===== src/rtl/dm_line_port.sv =====
// dm_line_port: CPU-side initiator for a 256-bit line-wide data memory.
// Single-word loads/stores go through a one-entry write-back line buffer;
// misses fill the buffer from memory and evict a dirty line first.
// Latency from accept cycle to resp_valid: hit 2, clean miss 3, dirty miss 4.
// Requests are refused (req_ready=0) while busy or while flush_req is high.
// Responses have no backpressure.
// Ports:
//   clk, rst                              clock, async active-high reset
//   req_valid/req_ready/req_we/addr/wdata word request handshake from the LSU
//   resp_valid, resp_rdata                one-cycle completion pulse and load data
//   flush_req, flush_done                 write back a dirty buffer on demand
//   dm_raddr/dm_rdata                     combinational line read port
//   dm_wen/dm_waddr/dm_wdata              line write port
module dm_line_port #(
  parameter int LINE_AW = 12,
  parameter int WORD_W  = 16,
  parameter int WORDS   = 16
) (
  input  logic                      clk,
  input  logic                      rst,
  input  logic                      req_valid,
  output logic                      req_ready,
  input  logic                      req_we,
  input  logic [LINE_AW+3:0]        req_addr,
  input  logic [WORD_W-1:0]         req_wdata,
  output logic                      resp_valid,
  output logic [WORD_W-1:0]         resp_rdata,
  input  logic                      flush_req,
  output logic                      flush_done,
  output logic [LINE_AW-1:0]        dm_raddr,
  input  logic [WORD_W*WORDS-1:0]   dm_rdata,
  output logic                      dm_wen,
  output logic [LINE_AW-1:0]        dm_waddr,
  output logic [WORD_W*WORDS-1:0]   dm_wdata
);

  typedef enum logic [1:0] {IDLE, FLUSH, FILL, RESP} state_t;

  state_t              state_q;
  logic                buf_valid_q;
  logic                buf_dirty_q;
  logic [LINE_AW-1:0]  buf_tag_q;
  logic [WORD_W-1:0]   buf_w_q [WORDS];

  // Latched request; op_flush_q tells FLUSH whether it was started by
  // flush_req (return to IDLE) or by a dirty miss (continue to FILL).
  logic                op_flush_q;
  logic                lat_we_q;
  logic [LINE_AW+3:0]  lat_addr_q;
  logic [WORD_W-1:0]   lat_wdata_q;

  logic                resp_valid_q;
  logic [WORD_W-1:0]   resp_rdata_q;
  logic                flush_done_q;

  logic [LINE_AW-1:0]  req_line;
  logic [LINE_AW-1:0]  lat_line;
  logic [3:0]          lat_idx;
  logic                hit;
  logic                accept;

  assign req_line = req_addr[LINE_AW+3:4];
  assign lat_line = lat_addr_q[LINE_AW+3:4];
  assign lat_idx  = lat_addr_q[3:0];
  assign hit      = buf_valid_q && (buf_tag_q == req_line);

  // flush_req has priority, so it also closes the request handshake.
  assign req_ready = !rst && (state_q == IDLE) && !flush_req;
  assign accept    = req_valid && req_ready;

  assign resp_valid = resp_valid_q;
  assign resp_rdata = resp_rdata_q;
  assign flush_done = flush_done_q;

  // Read address tracks the latched line at all times; only FILL consumes it.
  assign dm_raddr = lat_line;
  assign dm_waddr = buf_tag_q;
  // Decoded from registered state only, so an async reset drops it at once.
  assign dm_wen   = (state_q == FLUSH);

  // Write port packs word 0 into the LSBs (read port uses the opposite order).
  always_comb begin
    dm_wdata = '0;
    for (int i = 0; i < WORDS; i++) begin
      dm_wdata[WORD_W*i +: WORD_W] = buf_w_q[i];
    end
  end

  always_ff @(posedge clk or posedge rst) begin
    if (rst) begin
      state_q      <= IDLE;
      buf_valid_q  <= 1'b0;
      buf_dirty_q  <= 1'b0;
      buf_tag_q    <= '0;
      for (int i = 0; i < WORDS; i++) begin
        buf_w_q[i] <= '0;
      end
      op_flush_q   <= 1'b0;
      lat_we_q     <= 1'b0;
      lat_addr_q   <= '0;
      lat_wdata_q  <= '0;
      resp_valid_q <= 1'b0;
      resp_rdata_q <= '0;
      flush_done_q <= 1'b0;
    end else begin
      resp_valid_q <= 1'b0;
      flush_done_q <= 1'b0;
      case (state_q)
        IDLE: begin
          if (flush_req) begin
            if (buf_valid_q && buf_dirty_q) begin
              op_flush_q <= 1'b1;
              state_q    <= FLUSH;
            end else begin
              flush_done_q <= 1'b1;
            end
          end else if (accept) begin
            op_flush_q  <= 1'b0;
            lat_we_q    <= req_we;
            lat_addr_q  <= req_addr;
            lat_wdata_q <= req_wdata;
            if (hit) begin
              state_q <= RESP;
            end else if (buf_valid_q && buf_dirty_q) begin
              state_q <= FLUSH;
            end else begin
              state_q <= FILL;
            end
          end
        end
        FLUSH: begin
          buf_dirty_q <= 1'b0;
          if (op_flush_q) begin
            flush_done_q <= 1'b1;
            state_q      <= IDLE;
          end else begin
            state_q <= FILL;
          end
        end
        FILL: begin
          // Memory presents word 0 in the MSBs.
          for (int i = 0; i < WORDS; i++) begin
            buf_w_q[i] <= dm_rdata[WORD_W*(WORDS-i)-1 -: WORD_W];
          end
          buf_tag_q   <= lat_line;
          buf_valid_q <= 1'b1;
          buf_dirty_q <= 1'b0;
          state_q     <= RESP;
        end
        RESP: begin
          if (lat_we_q) begin
            buf_w_q[lat_idx] <= lat_wdata_q;
            buf_dirty_q      <= 1'b1;
            resp_rdata_q     <= '0;
          end else begin
            resp_rdata_q <= buf_w_q[lat_idx];
          end
          resp_valid_q <= 1'b1;
          state_q      <= IDLE;
        end
        default: state_q <= IDLE;
      endcase
    end
  end

endmodule


===== config.mk =====
export PLATFORM = sky130hd
export DESIGN_NAME = dm_line_port
export DESIGN_NICKNAME = d
export VERILOG_FILES = /design/src/rtl/dm_line_port.sv
export SDC_FILE = /design/constraint.sdc
export NUM_CORES = 1
export LEC_CHECK = 0
export CAP_MARGIN = 10
export CELL_PAD_IN_SITES_DETAIL_PLACEMENT = 0
export CELL_PAD_IN_SITES_GLOBAL_PLACEMENT = 1
export CORE_UTILIZATION = 34
export CTS_CLUSTER_DIAMETER = 50
export CTS_CLUSTER_SIZE = 25
export DETAILED_ROUTE_END_ITERATION = 6
export PLACE_DENSITY_LB_ADDON = 0.05
export SYNTH_ARGS = -nofsm -noshare
export SYNTH_HDL_FRONTEND = slang
export SYNTH_SLANG_ARGS = --single-unit

===== constraint.sdc =====
create_clock -name clk -period 12.9 [get_ports clk]
set_input_delay 1.935 -clock clk [delete_from_list [all_inputs] [get_ports clk]]
set_output_delay 1.935 -clock clk [all_outputs]
set_load 0.03 [all_outputs]

# --- Word-level counts from Yosys, hierarchy flattened ---
# Cells that the tools add are included.
# W data, S select, Z words.
classes:
  n_div: 0
  mul: 0
  addsub: 0
  n_lt_le_gt_ge: 2
  n_reduce_logical: 18
  eq_ne: 8
  bitwise: 2
  shifts: 0
  mux: 26
ops:
  columns: ["op", "n"]
  rows:
  - ["$pmux W256 S2", 1]
  - ["$bwmux W256", 1]
  - ["$mux W256", 1]
  - ["$bmux W16 S4", 1]
  - ["$demux W16 S4", 1]
  - ["$mux W16", 4]
  - ["$eq A12 B12 Y1", 1]
  - ["$mux W2", 6]
  - ["$mux W1", 8]
  - ["$pmux W2 S4", 1]
  - ["$logic_and A1 B1 Y1", 6]
  - ["$reduce_and A2 Y1", 3]
  - ["$reduce_and A3 Y1", 2]
  - ["$reduce_bool A2 Y1", 3]
  - ["$ge A5 B5 Y1 const B", 1]
  - ["$lt A5 B1 Y1 const B", 1]
  - ["$not A4 Y5", 1]
  - ["$eq A2 B2 Y1 const B", 2]
  - ["$pmux W1 S2", 2]
  - ["$ne A3 B2 Y1 const B", 1]
  - ["$ne A3 B3 Y1 const B", 1]
  - ["$eq A2 B1 Y1 const B", 1]
  - ["$logic_not A1 Y1", 2]
  - ["$logic_not A2 Y1", 1]
  - ["4 further kinds", 4]
word_totals:
  latch_bits: 0
  mem_count: 0
  word_cells: 83
  regBits: 324
  ramBits: 0
  in_bits: 293
  output_inout_bits: 300
  romBits: 0

# --- Depth between registers and ports, before layout ---
# Gate-level depths: netlist of run 1.
logic_depth:
  depth_word: 8
  mapped_depth: 10
  mapped_depth_nobuf: 6

# --- Worst setup path before layout of run 1 ---
# No wires, ideal clock.
synth_timing:
  path_kind: "input -> output"
  from: "input flush_req"
  to: "output req_ready"
  cell_stages: 2
  n_path_buf: 1
  arrival_ps: 2864
  required_ps: 10965
  slack_ps: 8101
  path_cell_list: "clkbuf_1 nor3b_1"
synth_between:
  elab_chain_len: 2
synth_rtl:
  columns: ["item", "line_no", "source"]
  rows:
  - ["start: declaration", "28", "input logic flush_req,"]
  - ["$logic_not A1 Y1", "68", "assign req_ready = !rst && (state_q == IDLE) && !flush_req;"]
  - ["$logic_and A1 B1 Y1", "68", null]
  - ["end: declaration", "22", "output logic req_ready,"]
# No other way between the ends.

# --- Worst setup path in the final report of run 1 ---
# Ends and elaborated chain as after synthesis.

==> results of run 1 <==
## area by class of cell
class / instances / share of cell area [%]
clock buffers: 51 / 4.47
clock inverters: 32 / 1.41
flip-flops and latches: 324 / 31.6
repair buffers: 640 / 24.6
multi-input cells: 1452 / 34.4
diodes: 2 / 0.0195
well taps: 680 / 3.31
inverters: 6 / 0.117
## stage by stage
| step | hold WS, ps | setup WS (ps) | instances | total power [mW] |
|---|---|---|---|---|
| after floorplan | 473 | 2000 | 1971 | 4.80 |
| after global placement | 474 | 7480 | 3096 | 6.83 |
| after detailed placement | 473 | 7490 | 3096 | 6.89 |
| after CTS | 490 | 7490 | 3179 | 8.20 |
| after global routing | 505 | 7410 | 3187 | 8.59 |
| final | 486 | 7500 | 3187 | 8.19 |
## synth_stat cells, types with 2 or more instances
cell type | instances | share of area, %
nand4_1 | 3 | 0.11
clkbuf_1 | 78 | 1.6
o41ai_4 | 2 | 0.31
nand2b_1 | 22 | 0.77
dfrtp_1 | 324 | 46
mux2i_1 | 128 | 7.2
nand2_2 | 2 | 0.070
a21oi_1 | 530 | 15
or4_1 | 2 | 0.084
nor2_1 | 271 | 5.7
nor3_2 | 5 | 0.28
buf_4 | 28 | 1.2
o41ai_2 | 4 | 0.37
o31ai_4 | 9 | 1.1
mux2_2 | 45 | 2.8
nand3_1 | 47 | 1.3
ha_1 | 5 | 0.35
buf_6 | 2 | 0.13
buf_1 | 2 | 0.042
o21ai_0 | 3 | 0.084
inv_1 | 6 | 0.13
nand3b_1 | 2 | 0.084
a22oi_1 | 48 | 2.0
nor2b_1 | 258 | 9.1
and2_1 | 17 | 0.60
nand2_1 | 21 | 0.44
buf_2 | 79 | 2.2
xnor2_1 | 12 | 0.59
## worst register-to-register path, delay by kind of cell, from the launching register on
kind | cells | cell delay (ps)
flip-flops | 1 | 430
AO/OA/AOI/OAI | 2 | 330
adder cells (fa/ha/maj) | 1 | 580
AND/OR/NAND/NOR | 1 | 910
buffers and inverters | 2 | 1540
## report_power, final
group | total [mW] | internal, mW | switching (mW)
Combinational | 4.84 | 1.75 | 3.08
Sequential | 2.07 | 1.55 | 0.520
Clock | 1.29 | 0.743 | 0.544
## registers in the layout, summed over array words and instances (netlist names)
register	flops
dm_wdata	256
flush_done	1
state_q	2
resp_valid	1
buf_valid_q	1
lat_we_q	1
buf_dirty_q	1
resp_rdata	16
op_flush_q	1
lat_addr_q	16
lat_wdata_q	16
dm_waddr	12
## logic make-up after synthesis
family | Yosys count | share of synthesized area (%)
xor+xnor | 12 | 0.590
flops | 324 | 45.5
buf+inv | 195 | 5.34
fa+ha+maj | 5 | 0.351
simple gates | 657 | 19.0
compound gates | 605 | 19.2
mux | 173 | 10.0
## worst paths after layout
path | depth (start not counted) | slack (ps) | start | endpoint
max in group asynchronous | 4 | 8460 | rst | dm_wdata[107]$_DFFE_PP0P_
worst max-delay path | 3 | 7500 | flush_req | req_ready
min in group asynchronous | 2 | 2040 | rst | lat_wdata_q[15]$_DFFE_PP0P_
worst max register to register | 6 | 9000 | state_q[1]$_DFFE_PP0P_ | dm_wdata[14]$_DFFE_PP0P_
worst min-delay path | 2 | 490 | resp_rdata[3]$_DFFE_PP0P_ | resp_rdata[3]$_DFFE_PP0P_
worst min register to register | 2 | 490 | resp_rdata[3]$_DFFE_PP0P_ | resp_rdata[3]$_DFFE_PP0P_
## layer usage
metal,wire [µm],track usage [%],share of wire (%),vias up
met1,35000,39.4,42,8409
met2,41000,51.8,49,698
met3,5810,6.84,6.9,116
li1,-,-,-,7777
met5,43,0,0.051,-
met4,2430,9.66,2.9,6
==> impl_metrics.json, run 1 <==
{
  "avgSynthCellArea_um2": 9.04,
  "tightest_slew_ps": 1250,
  "cp_slowest_cell": "clkdlybuf4s50_1",
  "fin_nets": 2767,
  "ys_types": 44,
  "numClockSinks": 324,
  "ys.flop_type": "dfrtp_1",
  "grt_max_degree": 125,
  "dr_total_vias": 17006,
  "hold_violations": 0,
  "antenna_found_initial": 6,
  "ant_nets": 0,
  "design_area_mm2": 0.0257,
  "viasPerCell": 5.34,
  "dp_hpwl_mm": 61.1,
  "drc": 0,
  "cp_max_fo": 9,
  "cts_setup_buffers": 0,
  "cp_num_buf_inv": 2,
  "fin_crit_ps": 5400,
  "finalCritPeriodShare_pct": 41.9,
  "cts_buffers": 45,
  "end_kind": "primary output",
  "status": "finished clean",
  "vdd_drop_max_mv": 0.163,
  "clockBufferDepth": 3,
  "cp_cell_sequence": "clkdlybuf4s50_1 -> nor3b_1 -> clkdlybuf4s50_1",
  "gr-usage-all-layers_pct": 30.9,
  "crit_required_ps": 10970,
  "p_per_area_mw_per_mm2": 319,
  "initial_utilization_pct": 34.6,
  "io_buffers": 592,
  "synth_async_sr_flop_share_pct": 100,
  "wire_per_inst_um": 26.4,
  "cts.clk_slew.worst_paths_ps": 60,
  "first_pass_iters": 5,
  "wirelength_mm": 84.3,
  "cts_tree": "done",
  "crit_family": "buffers and inverters",
  "worstPathArrival_ps": 3470,
  "ctsResizeCount": 0,
  "cap_violations": 0,
  "overflow": 0,
  "syn_inst": 1971,
  "rsz0062_at_grt": "no",
  "die_h_um": 231,
  "die_area_mm2": 0.0533,
  "start_kind": "input pin",
  "clock.fmax_mhz": 185,
  "register_area_mm2": 0.00811,
  "setup_violations": 0,
  "relSlewSlack_pct": 16.0,
  "cts_root_buf": "clkbuf_16",
  "multiInputGateArea_mm2": 0.00884,
  "layout_commonest_cell": "clkdlybuf4s50_1",
  "die_w_um": 231,
  "worstHoldPathType": "reg2reg",
  "placed_cell_area_mm2": 0.0241,
  "drive_gt1_share_pct": 8.22,
  "gp_congestion": 0.901,
  "synth-edff-count": 0,
  "row_count": 83,
  "synth.cell_area_mm2": 0.0178,
  "synth_seq_cells": 324,
  "path_class": "in2out",
  "final_util_pct": 49.8,
  "leakage_nw": 10.4,
  "grt_pass1_wl_mm": 120,
  "area_delta_synth_final_pct": 44.1,
  "htree_levels": 2,
  "synth_warnings": 0,
  "fillers": 4840,
  "cts_hold_buf": 0,
  "clk_latency_ps": 590,
  "drtIter0Drc": 1577,
  "slew_viol_final": 0,
  "yosysSeqAreaShare_pct": 45.5,
  "skew_ps": 29.5,
  "io_pins": 593,
  "synth_nets": 2269,
  "grt_pass1_vias": 16941,
  "tns_ps": 0,
  "cpPeakStageDelay_ps": 690,
  "core_mm2": 0.0515,
  "critPathMostFrequentCell": "clkdlybuf4s50_1",
  "final_cell_mix": "clkdlybuf4s50_1, a21oi_1, dfrtp_1"
}
(Power assumes the default switching activity.)
==> run 2: changes to the inputs <==
--- a/config.mk
+++ b/config.mk
@@ -8,7 +8,7 @@
 export CAP_MARGIN = 10
 export CELL_PAD_IN_SITES_DETAIL_PLACEMENT = 0
 export CELL_PAD_IN_SITES_GLOBAL_PLACEMENT = 1
-export CORE_UTILIZATION = 34
+export CORE_UTILIZATION = 31
 export CTS_CLUSTER_DIAMETER = 50
 export CTS_CLUSTER_SIZE = 25
 export DETAILED_ROUTE_END_ITERATION = 6
==> constraint.sdc (replaced) <==
create_clock -name clk -period 4.8 [get_ports clk]
set_input_delay 0.72 -clock clk [delete_from_list [all_inputs] [get_ports clk]]
set_output_delay 0.72 -clock clk [all_outputs]
set_load 0.03 [all_outputs]
==> run 2 against run 1 <==
  * The run now ends with DRC left
  * Global-route usage fell by 1.3 points
  * Clock skew fell by 11 ps
  * Core utilization fell by 3.8 points
  * Clock power rose to 3.0 times the previous value
  * Count of clock-buffer cells in the layout rose by 6
  * First-iteration DRC count fell by 19%
  * Total power rose to 2.8 times the previous value
  * Register-to-register slack got worse by 7400 ps
  * Combinational power rose to 2.7 times the previous value
  * Non-clock buffer count rose by 8
  * Final area rose by 1.6%
  * Wire length rose by 5.9%
  * Critical endpoint is now resp_rdata[4]$_DFFE_PP0P_
  * Highest routed layer unchanged
==> impl_metrics.json, run 2 (same netlist as run 1, synthesis figures left out) <==
{
  "status": "finished with violations",
  "violations": "DRC",
  "ctsResizeCount": 0,
  "grt_max_degree": 97,
  "die_h_um": 242,
  "htree_levels": 2,
  "start_kind": "register",
  "path_class": "reg2reg",
  "layout_commonest_cell": "clkdlybuf4s50_1",
  "worstHoldPathType": "reg2reg",
  "antenna_found_initial": 5,
  "cpPeakStageDelay_ps": 950,
  "die_w_um": 242,
  "first_pass_iters": 7,
  "wirelength_mm": 89.3,
  "worstPathArrival_ps": 3630,
  "clk_latency_ps": 590,
  "core_mm2": 0.0566,
  "cp_num_buf_inv": 1,
  "row_count": 87,
  "cap_violations": 0,
  "relSlewSlack_pct": 18.9,
  "leakage_nw": 10.5,
  "initial_utilization_pct": 31.5,
  "tns_ps": 0,
  "crit_family": "flip-flops",
  "slew_viol_final": 0,
  "final_cell_mix": "clkdlybuf4s50_1, a21oi_1, dfrtp_1",
  "worst_slack_ps": 1590,
  "cp_num_cells": 5,
  "cts_tree": "done",
  "wire_per_inst_um": 27.2,
  "p_per_area_mw_per_mm2": 867,
  "crit_required_ps": 5220,
  "finalCritPeriodShare_pct": 66.8,
  "gr-usage-all-layers_pct": 29.6,
  "fin_crit_ps": 3210,
  "clock.fmax_mhz": 312,
  "area_delta_synth_final_pct": 46.4,
  "cp_cell_sequence": "buf_4 -> mux2i_1 -> a22oi_1 -> nand4_1 -> o221ai_1",
  "cts_root_buf": "clkbuf_16",
  "rsz0062_at_grt": "no",
  "io_buffers": 592,
  "cts_setup_buffers": 0,
  "dr_total_vias": 17156,
  "tightest_slew_ps": 1220,
  "cts_hold_buf": 0,
  "largest_reg_flops": 256,
  "gp_congestion": 0.910,
  "cp_max_fo": 56,
  "clockBufferDepth": 3,
  "drtIter0Drc": 1272,
  "cts_buffers": 49,
  "drive_gt1_share_pct": 8.93,
  "overflow": 0,
  "min_path_cells": 2,
  "setup_violations": 0,
  "r2r_cells": 5,
  "fillers": 5446,
  "hold_violations": 0,
  "end_kind": "register",
  "fin_nets": 2779,
  "grt_pass1_wl_mm": 126,
  "numClockSinks": 324,
  "skew_ps": 18.2,
  "viasPerCell": 5.24,
  "drc": 2,
  "die_area_mm2": 0.0584,
  "ant_nets": 0,
  "grt_pass1_vias": 17036,
  "io_pins": 593,
  "cp_slowest_cell": "dfrtp_4",
  "dpl_worst_slack_ps": 1640,
  "dp_hpwl_mm": 65.5,
  "cts.clk_slew.worst_paths_ps": 60,
  "vdd_drop_max_mv": 0.385
}
run 2: cell types whose count changed in the layout (fill, tap and decap cells not counted), moves of 2 or more:
cell        before  now
bufinv_16        4    7
clkinvlp_4       4    7
clkinv_4         1    6
clkbuf_16       45   51
clkinv_2         8    5
clkbuf_1         6    2
clkbuf_8         0    4
buf_12           0    2
buf_4           42   49
inv_8            8    1
run 2: final cells by class:
cell class	instances	area [µm²]	share of cell area [%]
multi-input combinational	1452	8840	33.9
inverter	6	26.3	0.101
timing repair buffer	648	6400	24.5
clock buffer	57	1340	5.13
antenna	1	2.50	0.00959
tap	756	946	3.63
sequential	324	8110	31.1
clock inverter	33	422	1.62
run 2: worst paths after layout:
path | startpoint | to | slack [ps]
worst max-delay path | lat_addr_q[1]$_DFFE_PP0P_ | resp_rdata[4]$_DFFE_PP0P_ | 1590
worst min-delay path | resp_rdata[10]$_DFFE_PP0P_ | resp_rdata[10]$_DFFE_PP0P_ | 490
worst max register to register | lat_addr_q[1]$_DFFE_PP0P_ | resp_rdata[4]$_DFFE_PP0P_ | 1590
worst min register to register | resp_rdata[10]$_DFFE_PP0P_ | resp_rdata[10]$_DFFE_PP0P_ | 490
max in group asynchronous | rst | dm_wdata[10]$_DFFE_PP0P_ | 2860
min in group asynchronous | rst | lat_wdata_q[8]$_DFFE_PP0P_ | 810
run 2: power by group:
group	internal [mW]	switching, mW
clock	2.40	1.49
combinational	4.71	8.26
sequential	4.17	1.58
total	11.3	11.3
run 2: metal layers:
metal	vias to the layer above	share of wire [%]	global-route usage [%]
met2	706	49	50.4
met3	128	7.7	7.39
met5	-	0.064	0
li1	7815	-	-
met1	8499	41	36.7
met4	8	2.5	8.94
run 2: per-stage QoR:
stage               total power, mW  instance area, µm²  hold WS (ps)  std cells  util, %
finish                         22.6               26100           488       3277     46.1
global route                   23.7               26100           500       3277     46.1
CTS                            22.6               26000           489       3269     45.9
detailed placement             18.7               24200           475       3179     42.8
global placement               18.5               24200           473       3179     42.8
floorplan                      12.9               17800           473       1971        -
run 2: worst min-delay path, stage by stage, from the launching register on:
cell      delay [ps]
dfrtp_1          340
nand2b_1          60
nand3_1           50
==> run 3: changes to the inputs <==
==> constraint.sdc (replaced) <==
create_clock -name clk -period 2.8 [get_ports clk]
set_input_delay 0.42 -clock clk [delete_from_list [all_inputs] [get_ports clk]]
set_output_delay 0.42 -clock clk [all_outputs]
set_load 0.03 [all_outputs]
==> run 3 against run 2 <==
  * Non-clock buffer count rose by 34
  * The flow now finishes without violations
  * Via count fell by 0.55%
  * Largest cell class unchanged
  * Count of clock-buffer cells in the layout fell by 3
  * Clock power rose by 54%
  * Clock skew rose by 5.5 ps
  * Flip-flop and latch count did not move
  * Wire length fell by 1.2%
  * Total power rose by 69%
  * Final cell count rose by 0.88%
  * Global-route usage fell by 0.20 points
==> impl_metrics.json, run 3 (same netlist as run 1, synthesis figures left out) <==
{
  "timing.rr.start": "lat_addr_q[1]$_DFFE_PP0P_",
  "drtIter0Drc": 1147,
  "clockBufferDepth": 3,
  "relSlewSlack_pct": 40.6,
  "cts_root_buf": "clkbuf_16",
  "dp_hpwl_mm": 65.3,
  "clk_latency_ps": 590,
  "crit_start": "state_q[0]$_DFFE_PP0P_",
  "numClockSinks": 324,
  "largest_reg_flops": 256,
  "htree_levels": 2,
  "gp_congestion": 0.926,
  "grt_max_degree": 135,
  "end_kind": "primary output",
  "die_area_mm2": 0.0584,
  "gr-usage-all-layers_pct": 29.4,
  "setup_violations": 0,
  "grt_pass1_wl_mm": 125,
  "p_per_area_mw_per_mm2": 1460,
  "fin_crit_ps": 2520,
  "design_area_mm2": 0.0262,
  "drive_gt1_share_pct": 9.85,
  "rsz0062_at_grt": "no",
  "overflow": 0,
  "cts_tree": "done",
  "status": "finished clean",
  "cp_max_fo": 7,
  "io_buffers": 592,
  "clock.fmax_mhz": 397,
  "area_delta_synth_final_pct": 47.2,
  "crit_required_ps": 2380,
  "first_pass_iters": 5,
  "placed_cell_area_mm2": 0.0247,
  "row_count": 87,
  "tns_ps": 0,
  "final_cell_mix": "clkdlybuf4s50_1, a21oi_1, dfrtp_1",
  "layout_commonest_cell": "clkdlybuf4s50_1",
  "hold_violations": 0,
  "die_h_um": 242,
  "fin_nets": 2810,
  "core_mm2": 0.0566,
  "worstHoldPathType": "in2async",
  "worstPathArrival_ps": 2100,
  "timing.rr.end": "dm_wdata[26]$_DFFE_PP0P_",
  "leakage_nw": 10.6,
  "die_w_um": 242,
  "initial_utilization_pct": 31.5,
  "critPathCapture": "req_ready",
  "grt_pass1_vias": 17191,
  "path_class": "reg2out",
  "cts_setup_buffers": 0,
  "io_pins": 593,
  "tightest_slew_ps": 891,
  "vdd_drop_max_mv": 0.635,
  "dr_total_vias": 17061,
  "viasPerCell": 5.16,
  "r2r_cells": 4,
  "wirelength_mm": 88.2,
  "antenna_found_initial": 5,
  "finalCritPeriodShare_pct": 90.0,
  "reg2reg_slack_ps": 470,
  "cts.clk_slew.worst_paths_ps": 60,
  "cts_buffers": 46,
  "slew_viol_final": 0,
  "ant_nets": 0,
  "cap_violations": 0,
  "drc": 0,
  "skew_ps": 23.7,
  "start_kind": "register",
  "wire_per_inst_um": 26.7,
  "cts_hold_buf": 0
}
[run 3: how the worst min path moves through the flow]
stage,from,to
global route,rst,dm_wdata[236]$_DFFE_PP0P_
global placement,resp_rdata[6]$_DFFE_PP0P_,resp_rdata[6]$_DFFE_PP0P_
floorplan,lat_wdata_q[0]$_DFFE_PP0P_,lat_wdata_q[0]$_DFFE_PP0P_
detailed placement,resp_rdata[15]$_DFFE_PP0P_,resp_rdata[15]$_DFFE_PP0P_
finish,rst,dm_wdata[236]$_DFFE_PP0P_
CTS,rst,dm_wdata[236]$_DFFE_PP0P_
[run 3: area by class of cell]
cell class	count	area, µm²
diodes	3	7.51
clock buffers	54	1240
clock inverters	29	319
fillers	5427	30400
inverters	6	26.3
multi-input cells	1452	8840
flip-flops and latches	324	8110
well taps	756	946
repair buffers	682	6740
[run 3: worst max-delay path, stage by stage (launching register included)]
cell and delay (ps):
dfrtp_1 430, inv_1 130, ha_1 310, nor3b_1 210, dlygate4sd2_1 430
[run 3: through the flow]
stage / util [%] / total power [mW] / setup slack, ps / hold WS (ps) / std cells
finish: 46.3 / 38.3 / 281 / 252 / 3306
global route: 46.3 / 40.1 / 166 / 280 / 3306
CTS: 46.3 / 38.4 / 238 / 232 / 3303
detailed placement: 43.6 / 32.3 / 488 / 477 / 3220
global placement: 43.6 / 32.1 / 501 / 471 / 3220
floorplan: - / 22.1 / -1940 / 473 / 1971
[run 3: where the power goes]
group / total [mW] / internal, mW / leakage, nW / switching, mW
Combinational: 22.4 / 8.27 / 6.17 / 14.1
Sequential: 9.83 / 7.14 / 3.71 / 2.69
Clock: 6.02 / 3.59 / 0.764 / 2.43
[run 3: repair_timing]
item | CTS | global route
gates resized for setup | 1 | 0
endpoints found under the hold margin | 0 | 0
endpoints found under the setup margin | 1 | 0
[run 3: routing by layer]
layer	vias to the layer above	share of wire [%]	track usage (%)
li1	7879	-	-
met1	8459	42	37.1
met2	601	49	49.8
met3	118	6.2	6.45
met4	4	2.9	9.33
met5	-	0.031	0
